File: config.mk
export PLATFORM = sky130hd
export DESIGN_NAME = step_sequencer
export DESIGN_NICKNAME = d
export VERILOG_FILES = /design/src/rtl/step_sequencer.sv
export SDC_FILE = /design/constraint.sdc
export NUM_CORES = 1
export LEC_CHECK = 0
export CAP_MARGIN = 15
export CORE_MARGIN = 4
export CORE_UTILIZATION = 45
export DETAILED_ROUTE_END_ITERATION = 6
export PLACE_DENSITY = 0.71
export SLEW_MARGIN = 0
export SYNTH_ARGS = -nofsm -noshare
export SYNTH_HDL_FRONTEND = slang
export SYNTH_SLANG_ARGS = --single-unit
File: constraint.sdc
create_clock -name clk -period 2.82 [get_ports clk]
set_input_delay 0.846 -clock clk [delete_from_list [all_inputs] [get_ports clk]]
set_output_delay 0.846 -clock clk [all_outputs]
set_load 0.03 [all_outputs]
File: src/rtl/step_sequencer.sv
// rtl/step_sequencer.sv - looping multi-channel step sequencer with record, pause and memory wipe
module step_sequencer #(
  parameter int PTN_WIDTH   = 2,
  parameter int NUM_STEPS   = 8,
  parameter int STEP_COUNTS = 6000000 - 1,
  localparam int ADDR_WIDTH = $clog2(NUM_STEPS)
) (
  input  logic                  clk,
  input  logic                  rst,
  input  logic                  set,
  input  logic [PTN_WIDTH-1:0]  ptn,
  input  logic                  start_stop,
  input  logic                  clear,
  output logic [PTN_WIDTH-1:0]  out,
  output logic [ADDR_WIDTH-1:0] play_step,
  output logic [ADDR_WIDTH-1:0] rec_step,
  output logic                  step_tick,
  output logic                  rec_wrap,
  output logic                  busy
);

  localparam int TIMER_WIDTH = (STEP_COUNTS > 0) ? $clog2(STEP_COUNTS + 1) : 1;
  localparam logic [ADDR_WIDTH-1:0]  LAST_ADDR = ADDR_WIDTH'(NUM_STEPS - 1);
  localparam logic [TIMER_WIDTH-1:0] TIMER_MAX = TIMER_WIDTH'(STEP_COUNTS);

  typedef enum logic [1:0] {IDLE, PLAY, CLEAR} state_t;

  state_t                 state;
  state_t                 next_state;
  logic [TIMER_WIDTH-1:0] timer;
  logic [ADDR_WIDTH-1:0]  clear_idx;
  logic [PTN_WIDTH-1:0]   mem [NUM_STEPS];
  logic                   write_en;
  logic                   timer_done;
  logic                   stay_play;

  always_comb begin
    next_state = state;
    if (clear) begin
      next_state = CLEAR;
    end else begin
      case (state)
        IDLE:    if (start_stop) next_state = PLAY;
        PLAY:    if (start_stop) next_state = IDLE;
        CLEAR:   if (clear_idx == LAST_ADDR) next_state = IDLE;
        default: next_state = IDLE;
      endcase
    end
  end

  // A step only advances if PLAY continues; leaving PLAY on a terminal count swallows the tick.
  always_comb begin
    stay_play  = (state == PLAY) && (next_state == PLAY);
    timer_done = stay_play && (timer == TIMER_MAX);
    write_en   = set && !clear && !start_stop && (state != CLEAR);
    busy       = (state == CLEAR);
  end

  always_ff @(posedge clk) begin
    if (rst) begin
      state     <= IDLE;
      timer     <= '0;
      play_step <= '0;
      rec_step  <= '0;
      clear_idx <= '0;
      step_tick <= 1'b0;
      rec_wrap  <= 1'b0;
      out       <= '0;
    end else begin
      state     <= next_state;
      out       <= mem[play_step];
      step_tick <= timer_done;
      rec_wrap  <= write_en && (rec_step == LAST_ADDR);

      if (stay_play) begin
        timer <= timer_done ? '0 : timer + 1'b1;
      end else begin
        timer <= '0;
      end

      if (clear) begin
        play_step <= '0;
        rec_step  <= '0;
        clear_idx <= '0;
      end else begin
        if (timer_done) begin
          play_step <= (play_step == LAST_ADDR) ? '0 : play_step + 1'b1;
        end
        if (write_en) begin
          rec_step <= (rec_step == LAST_ADDR) ? '0 : rec_step + 1'b1;
        end
        if (state == CLEAR) begin
          clear_idx <= (clear_idx == LAST_ADDR) ? '0 : clear_idx + 1'b1;
        end
      end
    end
  end

  // Pattern memory has no reset; a reset mid-wipe leaves the untouched addresses intact.
  always_ff @(posedge clk) begin
    if (!rst) begin
      if (state == CLEAR) begin
        mem[clear_idx] <= '0;
      end else if (write_en) begin
        mem[rec_step] <= ptn;
      end
    end
  end

endmodule

==> summary.md <==
| Metric | Value |
|---|---|
| Cell area power density | ~440 nW/um2 |
| Sink Count | 54 |
| GRT overflow | 0 |
| Top-area cell type share of the netlist area | ~30% |
| Final Skew | 0.0103 ns |
| Resized cells post-CTS | 0 |
| Rows | 26 |
| Crit Path Class | in -> reg |
| DRC errors left | 0 |
| Ys Warns | 0 |
| Cells along the critical path | clkdlybuf4s50_1 > or3b_2 > nor3_2 > buf_4 > mux2i_1 > nor2_1 |
| # IOs | 18 |
| Multi-input logic area | 1190 um2 |
| Vias/cell | roughly 5.4 |
| Final nets | 285 |
| Headroom to the max-slew limit | a little under three quarters |
| Die width | 82.5 um |
| CP required | approximately 2.9 ns |
| # port buffers | 17 |
| Fill cell count | ~470 |
| Register Area | 1240 um2 |
| Antenna fix cells | 0 |
| Most frequent cells in the layout | 38 x dfxtp_1, 31 x nor2_1, 17 x clkdlybuf4s50_1, 16 x a21oi_1, 16 x edfxtp_1 |
| Global Route Usage Sum | between 10% and 20% |
| CTS Hold Bufs | 0 |
| Routed len/inst | 13.8 um |
| Dpl ws | -0.00540 ns |
| RSZ-0062 raised after global routing | no |
| Avg Cell Area, Syn | between 10 and 15 um2 |
| Final worst slack | ~0.3 ns |
| Global-route wire length before repair | 8160 um |
| CP max stage cell | or3b_2 |
| Net Count, Synth | ~260 |
| Arrival @ worst endpoint | roughly 2.6 ns |
| HP Class | reg -> reg |
| LEAKAGE | between 0.9 and 1 nW |
| Post-synthesis async set-or-reset flop share | 0% |
| Final Max Tran Viols | 0 |
| Pin count of the biggest net entering global routing | 23 |
| Cells after synthesis | between 200 and 250 |
| Met2 Track Usage GR | roughly 25% |
| Final setup fails | 0 |
| Gr busiest metal | met2 |
| EDFF count, synth | 16 |
| Final WL | between 4000 and 5000 um |
| Post-DRT Antenna Nets | 0 |
| Core area | between 5000 and 6000 um2 |
| Max incr delay on CP | between 0.4 and 0.5 ns |
| Met3 Resource Use GR | 2.93% |
| Post-synthesis sequential area ratio | between 40% and 50% |
| RePlAce Congestion | roughly 0.77 |
| Synthesis-to-layout area growth | 15.1% |
| CTS tree | done |
| Post-CTS setup buffer count | 0 |
| Crit-path max FO | 5 |
| Yosys reg bits | between 50 and 60 |
| Area leader, netlist | dfxtp_1 |
| Worst slew pin tran | between 0.4 and 0.5 ns |
| CP startpoint kind | input pin |
| CP Buf/Inv Count | 2 |
| Worst path top cell family by delay | simple AND/OR/NAND/NOR gates |
| H-tree levels | 2 |
| Via count | 1860 |
| Min cycle time layout | approximately 2.5 ns |
| Die ar. | about 6800 um2 |
| Main synth FF type | dfxtp_1 |
| Vias in the first global route | roughly 1.8k |
| Inserted Clock Buffers | 5 |
| CTS clk-pin slew, worst paths | 0.09 ns |
| Initial antenna violation count | 0 |
| Layout cells sized above 1 | just under 9% |
| M1 GR Usage | 21.0% |
| DR pass1 iterations | 4 |
| Post-synth design cell area | roughly 2500 um2 |
| Clk root buf | clkbuf_8 |
| Hpwl dp | 3400 um |
| Vert. Die Dim | 82.5 um |
| Design area | 2870 um2 |
| Worst IR Drop VDD | between 0.2 and 0.25 mV |
| Initial core utilization | around 48% |
| Cell Area, Placed | 2790 um2 |
| Part of the cycle the worst path needs | 89.3% |
| Top cells by area, synth | dfxtp_1 30%, edfxtp_1 19%, nor2_1 4.7% |
| Crit. End Element | register |
| DR iter-0 viols | 67 |
| Clk_lat worst skew | 0.30 ns |
| Outcome | complete, no violations |
| Fmax | 0.397 GHz |
| Max-cap violation count | 0 |
| Commonest non-fill, non-tap cell in the layout | dfxtp_1 |
| Final Hold Viols | 0 |
| Cell variety after synth | 41 |
| Clock buffer depth | 2 |
[registers in the layout (all words and copies together), names as in the netlist]
name,cells
out,2
timer,23
rec_wrap,1
step_tick,1
state,2
clear_idx,3
rec_step,3
mem,16
play_step,3
[cell usage after synthesis (4+ instances only)]
master / instances
nand4_1: 8
or3_1: 4
xnor2_1: 5
ha_1: 7
a21oi_1: 16
clkbuf_1: 7
edfxtp_1: 16
inv_1: 7
nand3_1: 9
mux2i_1: 8
mux4_2: 4
o31ai_1: 7
or4_1: 7
nor2_1: 31
nor3_1: 4
xor2_1: 6
and4_1: 5
nor2b_1: 7
and2_1: 6
o21ai_0: 6
dfxtp_1: 38
nand2_1: 14
[cells by family after synthesis]
kind of cell               Yosys count  synth area share [%]
xor gates and xnor gates            11                  3.86
muxes                               12                  6.81
DFF                                 54                  49.7
AOI/OAI and AO/OA                   35                  8.27
buffers and inverters               17                  2.71
and+or+nand+nor                    112                  25.2
adders and majority gates            7                  3.51
[per-stage QoR]
stage	utilization, %	hold slack [ns]	TNS (ns)	std cells	power (W)
floorplan	-	0.422	0	248	0.000856
global placement	53.3	0.442	0	334	0.000884
detailed placement	53.3	0.444	-0.0142	334	0.000885
CTS	54.9	0.468	0	342	0.00129
global route	54.9	0.503	0	342	0.00132
finish	54.9	0.464	0	342	0.00127
[where the power goes]
part / internal [W] / switching (W) / leakage (nW)
Combinational: 0.0000296 / 0.0000311 / 0.444
Clock: 0.000177 / 0.000232 / 0.0395
Sequential: 0.000801 / 0.00000359 / 0.471
Total: 0.00101 / 0.000267 / 0.955
[cell type report]
type	count	share of cell area, %
Sequential cell	54	43.2
Multi-Input combinational cell	177	41.4
Timing Repair Buffer	26	8.71
Tap cell	70	3.05
Clock buffer	8	2.79
Inverter	7	0.914
[final timing paths]
check	cells after the start	slack, ns	startpoint	end
max reg2reg	5	0.81	timer[0]	play_step[0]
min reg2reg	1	0.46	timer[0]	timer[0]
min	1	0.46	timer[0]	timer[0]
max	6	0.30	set	mem[0][1]
[metal layers]
metal	routed length, um	vias to the layer above
li1	-	956
met1	2340	873
met2	2130	24
met3	176	7
met4	68	0
met5	0	-
(Power assumes the default switching activity.)
